===== config.mk =====
export PLATFORM = sky130hd
export DESIGN_NAME = clk_div_prog
export DESIGN_NICKNAME = d
export VERILOG_FILES = /design/src/rtl/clk_div_prog.sv
export SDC_FILE = /design/constraint.sdc
export NUM_CORES = 1
export LEC_CHECK = 0
export BUFFER_PORTS_ARGS = -buffer_cell sky130_fd_sc_hd__buf_2
export CORE_MARGIN = 1
export CORE_UTILIZATION = 50
export DETAILED_ROUTE_END_ITERATION = 7
export PLACE_DENSITY_LB_ADDON = 0.1
export SETUP_SLACK_MARGIN = 0.02
export SYNTH_ARGS = -nofsm -noshare
export SYNTH_HDL_FRONTEND = slang
export SYNTH_SLANG_ARGS = --single-unit

===== constraint.sdc =====
create_clock -name clkin -period 7.02 [get_ports clkin]
set_input_delay 0.702 -clock clkin [delete_from_list [all_inputs] [get_ports clkin]]
set_output_delay 0.702 -clock clkin [all_outputs]
set_load 0.01 [all_outputs]

===== src/rtl/clk_div_prog.sv =====
// rtl/clk_div_prog.sv - programmable clock divider with glitch-free reload
//
// Purpose: divides clkin by a runtime-programmable period div_r with a
// programmable high time high_r. New settings are staged in shadow registers
// and take effect only at a period boundary, so the divided clock never
// produces a runt pulse.
//
// Optional feature: define CLK_DIV_STEP_EN to add the single-period step input.
//
// Ports:
//   clkin    in   sole clock, rising edge
//   rst      in   asynchronous active-high reset
//   en       in   run request
//   div_in   in   requested period (clkin cycles)
//   high_in  in   requested high time (clkin cycles)
//   load     in   strobe capturing div_in/high_in
//   step     in   (CLK_DIV_STEP_EN only) run one period from IDLE
//   clk      out  divided clock, registered
//   tick     out  one-cycle pulse at each period start
//   busy     out  validated load pending
//   load_ack out  pulse in the first cycle running with new settings
//   err      out  sticky illegal-load flag
module clk_div_prog #(
   parameter int WIDTH    = 28,
   parameter int DIV_RST  = 2,
   parameter int HIGH_RST = 1
) (
   input  logic             clkin,
   input  logic             rst,
   input  logic             en,
   input  logic [WIDTH-1:0] div_in,
   input  logic [WIDTH-1:0] high_in,
   input  logic             load,
`ifdef CLK_DIV_STEP_EN
   input  logic             step,
`endif
   output logic             clk,
   output logic             tick,
   output logic             busy,
   output logic             load_ack,
   output logic             err
);

   generate
      if (DIV_RST < 2 || HIGH_RST < 1 || HIGH_RST >= DIV_RST) begin : g_bad_reset_values
         $error("clk_div_prog: reset divisor/high time out of range");
      end
   endgenerate

   typedef enum logic {IDLE, RUN} state_t;

   state_t           state, state_n;
   logic [WIDTH-1:0] cnt, cnt_n;
   logic [WIDTH-1:0] div_r, div_n;
   logic [WIDTH-1:0] high_r, high_n;
   logic [WIDTH-1:0] sh_div, sh_high;
   logic             xfer;
   logic             go;
   logic             load_ok;
   logic             clk_n, tick_n;

   assign load_ok = load && (div_in >= WIDTH'(2)) && (high_in >= WIDTH'(1))
                    && (high_in < div_in);

`ifdef CLK_DIV_STEP_EN
   // step only matters from IDLE; in RUN the wrap decision looks at en alone,
   // so a stepped period ends at its own wrap unless en has been raised.
   assign go = en | step;
`else
   assign go = en;
`endif

   always_comb begin
      state_n = state;
      cnt_n   = cnt;
      div_n   = div_r;
      high_n  = high_r;
      xfer    = 1'b0;
      case (state)
         IDLE: begin
            cnt_n = '0;
            xfer  = busy;
            if (go) state_n = RUN;
         end
         RUN: begin
            if (cnt == div_r - WIDTH'(1)) begin
               cnt_n = '0;
               xfer  = busy;
               if (!en) state_n = IDLE;
            end else begin
               cnt_n = cnt + WIDTH'(1);
            end
         end
         default: state_n = IDLE;
      endcase
      if (xfer) begin
         div_n  = sh_div;
         high_n = sh_high;
      end
      // Outputs are registered from next-cycle values so they line up with cnt.
      clk_n  = (state_n == RUN) && (cnt_n < high_n);
      tick_n = (state_n == RUN) && (cnt_n == '0);
   end

   always_ff @(posedge clkin or posedge rst) begin
      if (rst) begin
         state    <= IDLE;
         cnt      <= '0;
         div_r    <= WIDTH'(DIV_RST);
         high_r   <= WIDTH'(HIGH_RST);
         sh_div   <= WIDTH'(DIV_RST);
         sh_high  <= WIDTH'(HIGH_RST);
         clk      <= 1'b0;
         tick     <= 1'b0;
         busy     <= 1'b0;
         load_ack <= 1'b0;
         err      <= 1'b0;
      end else begin
         state    <= state_n;
         cnt      <= cnt_n;
         div_r    <= div_n;
         high_r   <= high_n;
         clk      <= clk_n;
         tick     <= tick_n;
         load_ack <= xfer;
         // A load landing on a transfer edge refills the shadow after the
         // transfer has consumed the old one, keeping busy set.
         if (load_ok) begin
            sh_div  <= div_in;
            sh_high <= high_in;
            busy    <= 1'b1;
         end else if (xfer) begin
            busy    <= 1'b0;
         end
         if (load_ok) begin
            err <= 1'b0;
         end else if (load) begin
            err <= 1'b1;
         end
      end
   end

endmodule


==> flow_summary.json, run 1 <==
{
  "die_area_um2": 18060,
  "grt_max_degree": 92,
  "hp-class": "input port to asynchronous set/reset pin",
  "final_common_cell": "dfrtp_1",
  "r2r-start": "div_r[0]",
  "period_needed_ns": 5.826,
  "fin_crit_sh_pct": 82.99,
  "crit_type": "flip-flop to flip-flop",
  "worstMarginPinSlew_ns": 0.8890,
  "wl_met1_um": 10700,
  "cts_resized": 0,
  "htree_levels": 4,
  "irDropWorstVdd_mv": 0.1832,
  "ys_ff_latch": 146,
  "finalPower_mw": 2.572,
  "setup.worst_path.end": "clk",
  "slowest_stage": "or4b_2",
  "cts_setup_buffers": 0,
  "dr_wl_met3_um": 909,
  "antennaDiodeCount": 0,
  "multi_input_area_um2": 4773,
  "cts_buffer_depth": 2,
  "powerDensity_nw_per_um2": 262.8,
  "cts_sinks": 146,
  "final-setup-viol-count": 0,
  "rows": 48,
  "viasPerCell": 5.792,
  "grt_pass1_vias": 6277,
  "synth_area_per_cell_um2": 10.87,
  "clk_latency_ns": 0.42,
  "crit_path_frequent_cell": "a21oi_1",
  "crit_chain": "inv_1, ha_1, or4b_2, nor4_2, nand3_1, xnor2_1, a2111oi_0, or4b_4, nand2_2, nand2_4, buf_4, mux2i_1, ha_1, a21o_1, a21oi_1, nor2b_1, o21ai_0, nand2b_1, a21oi_1, o21ai_0, a211o_1, a21oi_1",
  "async_reset_ff_share_pct": 100.0,
  "core_area_um2": 17240,
  "die_h_um": 134.4,
  "port_buffers": 64,
  "setup_tns_ns": 0,
  "synthCells": 806,
  "ff_latch_area_um2": 3659,
  "io_pins": 65,
  "critPathRequiredTime_ns": 7.36,
  "crit_path_start_kind": "flip-flop",
  "layout.nets": 971,
  "cts-root-buf": "clkbuf_16",
  "wl_um": 21450,
  "maxCapViolations": 0,
  "arrival_ns": 6.16,
  "detail_route.wl_per_cell_um": 19.65,
  "cts.hold.buffers_added": 0,
  "drc": 0,
  "final_util_pct": 56.79,
  "timing.rr.end": "clk",
  "final_cell_mix": "dfrtp_1, mux2_2, buf_2, ha_1, nor2_1",
  "yosysUniqueCellTypes": 60,
  "fmax_mhz": 171.7,
  "crit_fanout": 36,
  "drv_slew": 0,
  "hpwl_um": 16650,
  "start_util_pct": 50.85,
  "syn_to_final_growth_pct": 11.68,
  "ant_nets": 0,
  "fin_worst_skew_ns": 0.01094,
  "drt_iter0_drc": 356,
  "ys_warn_count": 0,
  "grt_pass1_wl_um": 34290,
  "end_kind": "flip-flop",
  "grt-ovfl-total": 0,
  "crit_start": "div_r[0]",
  "drive_gt1_share_pct": 25.61,
  "yosysSeqAreaShare_pct": 41.74,
  "met2_length_um": 9076,
  "synth_nets": 922,
  "die_w_um": 134.4,
  "cts_tree": "yes",
  "nFillCells": 1456,
  "synth_edf_count": 0,
  "hold_viol_final": 0,
  "top_layer": "met4",
  "cts_made_buffers": 17,
  "grt_use_total_pct": 25.31,
  "path_clk_slew_ns": 0.06,
  "antenna_found_initial": 0,
  "gp_congestion": 0.8686,
  "rsz0062_at_grt": "false",
  "critical_path.max_stage_delay_ns": 0.61,
  "num_vias": 6325,
  "synthFlopType": "dfrtp_1",
  "reg2reg_slack_ns": 1.19,
  "p_leak_nw": 4.848,
  "max-slew-margin-rel_pct": 40.18,
  "first_pass_iters": 5,
  "worst-r2r-cell-count": 22,
  "outcome": "finished clean",
  "netlist_area_um2": 8765
}
[cells in the mapped netlist, types with 5 or more instances]
master / n / area [um^2]
dfrtp_1: 142 / 3553
mux2_2: 80 / 900.9
ha_1: 56 / 700.7
nor2_1: 53 / 198.9
inv_1: 41 / 153.9
xnor2_1: 34 / 297.8
mux2_4: 31 / 465.5
nand3_1: 31 / 155.2
xor2_1: 31 / 271.5
a21oi_1: 27 / 135.1
mux2i_1: 27 / 270.3
nor3_1: 26 / 130.1
clkbuf_1: 24 / 90.09
nand2_1: 21 / 78.83
nor4_1: 20 / 125.1
a21o_1: 14 / 105.1
nand4_1: 14 / 87.58
o21ai_0: 14 / 70.07
a31oi_1: 9 / 56.30
nor2b_1: 9 / 56.30
and4_1: 7 / 61.31
buf_2: 7 / 35.03
or3_1: 7 / 43.79
a211oi_1: 6 / 45.04
and3_1: 5 / 31.28
buf_6: 5 / 56.30
nor3b_1: 5 / 37.54
o31ai_1: 5 / 37.54
[worst min-delay path by stage]
stage                           from         end  slack [ns]  cells after the start
after global routing             rst  sh_high[4]        0.52                      2
after global placement           err         err        0.48                      2
after floorplan           sh_div[17]   div_r[17]        0.48                      1
after CTS                        rst  sh_high[7]        0.48                      2
after detailed placement         err         err        0.48                      2
final                            rst  sh_high[7]        0.44                      2
[cells by family after synthesis]
| kind of cell | Yosys count | synth area share [%] |
|---|---|---|
| AOI/OAI and AO/OA | 100 | 7.609 |
| xor gates and xnor gates | 65 | 6.495 |
| adders and majority gates | 56 | 7.994 |
| buffers and inverters | 81 | 3.997 |
| DFF | 146 | 41.74 |
| muxes | 138 | 18.67 |
| and+or+nand+nor | 220 | 13.49 |
[routing by layer]
layer | up-vias | global-route usage, %
met4 | 0 | 11.67
met3 | 40 | 4.686
met2 | 159 | 36.15
li1 | 3024 | -
met1 | 3102 | 37.06
met5 | - | 0
[flip-flops by register name, summed over array words and instances (netlist names)]
register,cells
tick,1
err,1
sh_high,28
load_ack,1
sh_div,28
div_r,28
cnt,28
clk,1
busy,1
state,1
high_r,28
[final cells by class]
class,instances,share of cell area [%]
Tap cell,225,2.876
Sequential cell,146,37.38
Clock inverter,6,0.8692
Timing Repair Buffer,70,3.733
Clock buffer,25,4.755
Multi-Input combinational cell,579,48.77
Inverter,41,1.623
[metrics by stage]
| step | instances | setup slack (ns) | area, um^2 | hold WS, ns |
|---|---|---|---|---|
| global route | 1092 | 0.7948 | 9788 | 0.5152 |
| CTS | 1092 | 1.165 | 9788 | 0.4808 |
| global placement | 1061 | 1.309 | 9238 | 0.4817 |
| detailed placement | 1061 | 1.184 | 9238 | 0.4808 |
| finish | 1092 | 1.194 | 9788 | 0.4449 |
| floorplan | 806 | 2.125 | 8765 | 0.4766 |
[power breakdown]
part	total, mW	switching, mW	internal (mW)	leakage (nW)
Clock	0.859	0.330	0.529	0.261
Combinational	0.604	0.308	0.296	2.73
Sequential	1.11	0.146	0.963	1.85
[worst max-delay path: cells and delay by family (launching register included)]
family	cells	cell delay [ns]
simple gates	8	2.44
compound gates	8	1.40
fa+ha+maj	2	0.57
buf+inv	2	0.52
flops	1	0.44
mux	1	0.18
xor+xnor	1	0.16
Note: power is estimated with default switching activity, not from simulation.
==> inputs of run 2 (changes only) <==
==> constraint.sdc (replaced) <==
create_clock -name clkin -period 4.85 [get_ports clkin]
set_input_delay 0.485 -clock clkin [delete_from_list [all_inputs] [get_ports clkin]]
set_output_delay 0.485 -clock clkin [all_outputs]
set_load 0.01 [all_outputs]
==> run 2 against run 1 <==
Against the previous run:
- wire length is 6.0% higher
- sequential share of layout area is 2.8 points lower
- final cell count is 5.7% higher
- register-to-register slack worse by 1.1 ns
- fmax is 22% higher
- power is 53% higher
- die area stayed put
- non-clock buffer count is 61 higher
- cell area is 8.0% higher
- critical endpoint unchanged
- largest cell class unchanged
- largest power group unchanged
==> flow_summary.json, run 2 (synthesis gave the netlist of run 1 again) <==
{
  "outcome": "finished clean",
  "ant_nets": 0,
  "intPower_mw": 2.711,
  "worst-path-buf-inv": 3,
  "drt_iter0_drc": 467,
  "hp-class": "input port to asynchronous set/reset pin",
  "grt-ovfl-total": 0,
  "period_needed_ns": 4.788,
  "antennaDiodeCount": 0,
  "cts_tree": "yes",
  "grt_pass1_vias": 6592,
  "place_inst": 1095,
  "drive_gt1_share_pct": 33.58,
  "fin_cells": 1154,
  "worstMarginPinSlew_ns": 0.9740,
  "slowest_stage": "or4b_4",
  "die_h_um": 134.4,
  "die_w_um": 134.4,
  "crit_path_start_kind": "flip-flop",
  "detail_route.wl_per_cell_um": 19.70,
  "wl_um": 22740,
  "num_vias": 6735,
  "die_area_um2": 18060,
  "fin_worst_skew_ns": 0.007552,
  "rsz0062_at_grt": "true",
  "setup_tns_ns": 0,
  "htree_levels": 4,
  "io_pins": 65,
  "p_leak_nw": 5.215,
  "rows": 48,
  "path_clk_slew_ns": 0.06,
  "critical_path.max_stage_delay_ns": 0.54,
  "crit_chain": "inv_2, ha_4, or4b_4, nor4_4, and4b_1, o22ai_2, a2111oi_4, or4b_4, nand2_8, nand2_8, buf_12, buf_4, mux2i_1, ha_1, nand3_2, nor3_2, nor3b_2, nand2_1, a211oi_2, o311a_1, a21oi_2",
  "drc": 0,
  "crit_fanout": 5,
  "clk_latency_ns": 0.42,
  "first_pass_iters": 5,
  "p_clk_share_pct": 33.5,
  "crit_type": "flip-flop to flip-flop",
  "fin_crit_sh_pct": 98.72,
  "fmax_mhz": 208.9,
  "antenna_found_initial": 0,
  "gp_congestion": 0.9139,
  "cts.hold.buffers_added": 0,
  "cts_buffer_depth": 2,
  "syn_to_final_growth_pct": 20.60,
  "core_area_um2": 17240,
  "hpwl_um": 17300,
  "hold_viol_final": 0,
  "combPwrFrac_pct": 26.1,
  "cts-root-buf": "clkbuf_16",
  "grt_use_total_pct": 26.42,
  "grt_max_degree": 106,
  "crit_family": "simple AND/OR/NAND/NOR gates",
  "start_util_pct": 50.85,
  "cts_made_buffers": 17,
  "final-setup-viol-count": 0,
  "grt_pass1_wl_um": 36100,
  "port_buffers": 64,
  "end_kind": "flip-flop",
  "final_cell_mix": "dfrtp_1, mux2_2, buf_2, buf_4, ha_1",
  "p_sw_share_pct": 30.93,
  "layout.nets": 1033,
  "drv_slew": 0,
  "p_switching_mw": 1.214,
  "max-slew-margin-rel_pct": 35.06,
  "nFillCells": 1358,
  "p_seq_share_pct": 40.4,
  "irDropWorstVdd_mv": 0.2762,
  "final_common_cell": "dfrtp_1",
  "viasPerCell": 5.836,
  "critPathRequiredTime_ns": 5.15,
  "powerDensity_nw_per_um2": 371.3,
  "cts_sinks": 146,
  "maxCapViolations": 0,
  "arrival_ns": 5.09
}
## run 2: area by class of cell
type | instances | area [um^2] | share of cell area (%)
flip-flops and latches | 146 | 3659 | 34.61
multi-input cells | 580 | 4962 | 46.95
clock buffers | 24 | 491.7 | 4.652
repair buffers | 131 | 918.4 | 8.688
inverters | 41 | 158.9 | 1.503
well taps | 225 | 281.5 | 2.663
clock inverters | 7 | 98.84 | 0.9351
## run 2: per-layer routing
layer,wire length [um],vias up,part of all wire (%),GRT usage [%]
met4,433,0,1.9,8.240
li1,-,3156,-,-
met1,11350,3367,50,40.06
met5,0,-,0,0
met2,9975,185,44,38.69
met3,972,27,4.3,3.855
## run 2: what timing repair did
item | 4_1_cts | 5_1_grt
setup endpoints to repair | 1 | 1
gates resized for setup | 8 | 37
setup buffers | 0 | 26
cloned | 0 | 2
pin swaps | 1 | 19
## run 2: power by group through the flow
| stage | registers [mW] | clock network [mW] | logic, mW |
|---|---|---|---|
| 6_report | 1.59 | 1.31 | 1.02 |
| 2_1_floorplan | 1.51 | 0 | 0.702 |
| 4_1_cts | 1.58 | 1.33 | 0.974 |
| 3_3_place_gp | 1.59 | 0 | 0.928 |
| 5_1_grt | 1.61 | 1.39 | 1.14 |
| 3_5_place_dp | 1.60 | 0 | 0.955 |
## run 2: worst register-to-register path, cell delays in order (launching register included)
cell       delay (ns)
dfrtp_1          0.39
inv_2            0.07
ha_4             0.12
or4b_4           0.46
nor4_4           0.33
and4b_1          0.27
o22ai_2          0.12
a2111oi_4        0.33
or4b_4           0.54
nand2_8          0.12
nand2_8          0.10
buf_12           0.18
buf_4            0.12
mux2i_1          0.12
ha_1             0.30
nand3_2          0.10
nor3_2           0.21
nor3b_2          0.24
nand2_1          0.11
a211oi_2         0.17
o311a_1          0.22
a21oi_2          0.06
## run 2: stage by stage
stage | setup slack, ns | cell area, um^2 | util [%] | power [mW] | hold slack [ns]
floorplan | 0.09509 | 8773 | - | 2.210 | 0.4766
global placement | -0.07705 | 9539 | 55.34 | 2.517 | 0.4840
detailed placement | -0.2074 | 9539 | 55.34 | 2.554 | 0.4953
CTS | 0.02375 | 10170 | 59.00 | 3.885 | 0.3029
global route | -0.1500 | 10570 | 61.32 | 4.135 | 0.3229
finish | 0.06191 | 10570 | 61.32 | 3.925 | 0.2853
## run 2: worst paths after layout
check	start	to	slack, ns	cells after the start
worst max-delay path	div_r[0]	clk	0.06	21
worst min-delay path	rst	sh_div[2]	0.29	2
worst max register to register	div_r[0]	clk	0.06	21
worst min register to register	high_r[1]	high_r[1]	0.51	1
max in group asynchronous	rst	cnt[13]	3.48	3
min in group clkin	load	err	0.31	3
==> inputs of run 3 (changes only) <==
--- a/config.mk
+++ b/config.mk
@@ -10,6 +10,7 @@
 export CORE_UTILIZATION = 50
 export DETAILED_ROUTE_END_ITERATION = 7
 export PLACE_DENSITY_LB_ADDON = 0.1
+export RECOVER_POWER = 25
 export SETUP_SLACK_MARGIN = 0.02
 export SYNTH_ARGS = -nofsm -noshare
 export SYNTH_HDL_FRONTEND = slang
==> run 3 against run 2 <==
Against the previous run:
- the flow now finishes with violations (max-capacitance violations, max-slew violations)
- global-route usage stayed put
- flip-flop and latch count stayed put
- via count is 0.18% lower
- critical endpoint unchanged
- clock power about the same
- wire length hardly changed
- critical path depth is the same
- fmax barely moved
- cell area is essentially flat
- register-to-register slack hardly changed
==> flow_summary.json, run 3 (synthesis gave the netlist of run 1 again) <==
{
  "outcome": "finished with violations",
  "violations": "max-capacitance violations, max-slew violations",
  "drive_gt1_share_pct": 33.48,
  "hold_end": "err",
  "p_leak_nw": 5.216,
  "clk_latency_ns": 0.42,
  "holdWs_ns": 0.3141,
  "end_kind": "flip-flop",
  "maxCapViolations": 1,
  "multi_input_area_um2": 4962,
  "grt_pass1_wl_um": 36100,
  "irDropWorstVdd_mv": 0.2762,
  "finalPower_mw": 3.924,
  "crit_fanout": 5,
  "first_pass_iters": 5,
  "num_vias": 6723,
  "hold_viol_final": 0,
  "crit_type": "flip-flop to flip-flop",
  "final_cell_mix": "dfrtp_1, mux2_2, buf_2, buf_4, ha_1",
  "hp-class": "input port to flip-flop",
  "min_path_cells": 3,
  "combPwrFrac_pct": 26.1,
  "arrival_ns": 5.10,
  "crit_path_start_kind": "flip-flop",
  "hpwl_um": 17300,
  "timing.rr.end": "clk",
  "port_buffers": 64,
  "cts-root-buf": "clkbuf_16",
  "ant_nets": 0,
  "gp_congestion": 0.9139,
  "detail_route.wl_per_cell_um": 19.70,
  "rsz0062_at_grt": "true",
  "cts_sinks": 146,
  "grt_use_total_pct": 26.42,
  "worstHoldStart": "load",
  "critPathRequiredTime_ns": 5.15,
  "cts_buffer_depth": 2,
  "io_pins": 65,
  "cts_made_buffers": 17,
  "intPower_mw": 2.711,
  "nFillCells": 1359,
  "layout.nets": 1033,
  "die_h_um": 134.4,
  "die_w_um": 134.4,
  "wl_um": 22740,
  "period_needed_ns": 4.791,
  "ff_latch_area_um2": 3659,
  "htree_levels": 4,
  "path_clk_slew_ns": 0.06,
  "die_area_um2": 18060,
  "antenna_found_initial": 0,
  "powerDensity_nw_per_um2": 371.4,
  "p_sw_share_pct": 30.91,
  "drv_slew": 106,
  "r2r-start": "div_r[0]",
  "grt_max_degree": 106,
  "drc": 0,
  "grt_pass1_vias": 6592,
  "grt-ovfl-total": 0,
  "fin_worst_skew_ns": 0.007552,
  "final_common_cell": "dfrtp_1",
  "worstMarginPinSlew_ns": 4.017,
  "p_clk_share_pct": 33.5,
  "setup_tns_ns": 0,
  "viasPerCell": 5.826,
  "core_area_um2": 17240,
  "worst-r2r-cell-count": 21,
  "rows": 48,
  "p_switching_mw": 1.213,
  "syn_to_final_growth_pct": 20.54,
  "fin_crit_sh_pct": 98.78,
  "start_util_pct": 50.85,
  "antennaDiodeCount": 0,
  "reg2reg_slack_ns": 0.06,
  "cts.hold.buffers_added": 0,
  "fmax_mhz": 208.7,
  "cts_tree": "yes",
  "final-setup-viol-count": 0,
  "p_seq_share_pct": 40.4,
  "drt_iter0_drc": 467,
  "max-slew-margin-rel_pct": -167.8
}
run 3: cell count changes in the layout (fill, tap and decap cells not counted):
| cell | before | now |
|---|---|---|
| inv_1 | 38 | 39 |
| inv_6 | 2 | 1 |
run 3: worst max-delay path, stage by stage (launching register included):
cell       delay (ns)
dfrtp_1          0.39
inv_2            0.07
ha_4             0.12
or4b_4           0.46
nor4_4           0.33
and4b_1          0.27
o22ai_2          0.12
a2111oi_4        0.33
or4b_4           0.54
nand2_8          0.12
nand2_8          0.09
buf_12           0.18
buf_4            0.12
mux2i_1          0.12
ha_1             0.30
nand3_2          0.10
nor3_2           0.21
nor3b_2          0.24
nand2_1          0.11
a211oi_2         0.17
o311a_1          0.22
a21oi_2          0.06
run 3: area by class of cell:
| cell class | count | share of cell area, % |
|---|---|---|
| Multi-Input combinational cell | 580 | 46.97 |
| Sequential cell | 146 | 34.63 |
| Timing Repair Buffer | 131 | 8.693 |
| Clock buffer | 24 | 4.654 |
| Tap cell | 225 | 2.665 |
| Inverter | 41 | 1.457 |
| Clock inverter | 7 | 0.9356 |
run 3: per-layer routing:
layer	routed length [um]	track usage (%)	part of all wire, %	vias to the layer above
met4	431	8.240	1.9	0
met3	1001	3.855	4.4	29
met2	9985	38.69	44	183
met1	11320	40.06	50	3357
met5	0	0	0	-
li1	-	-	-	3154
run 3: timing repair:
item / in CTS / in global routing
pin swaps: 1 / 19
endpoints found under the setup margin: 1 / 1
gates resized for setup: 8 / 37
setup buffers: 0 / 26
gates cloned: 0 / 2
run 3: stage by stage:
stage          area (um^2)  utilization, %  setup WS, ns  std cells
2_1_floorplan         8773               -       0.09509        806
6_report             10570           61.30       0.05939       1154
4_1_cts              10170           59.00       0.02375       1126
3_3_place_gp          9539           55.34      -0.07705       1095
3_5_place_dp          9539           55.34       -0.2074       1095
5_1_grt              10570           61.30       -0.1500       1154
run 3: power by group through the flow:
stage	logic [mW]	clock network, mW	registers, mW
after global routing	1.14	1.39	1.61
after floorplan	0.702	0	1.51
after detailed placement	0.955	0	1.60
after global placement	0.928	0	1.59
after CTS	0.974	1.33	1.58
final	1.02	1.31	1.59
run 3: worst max path at each step:
stage | startpoint | to | slack [ns] | cells after the start
after floorplan | div_r[0] | clk | 0.1 | 22
after global placement | div_r[0] | clk | -0.08 | 20
after detailed placement | div_r[0] | clk | -0.21 | 18
after CTS | div_r[13] | clk | 0.02 | 19
after global routing | div_r[0] | clk | -0.15 | 23
final | div_r[0] | clk | 0.06 | 21
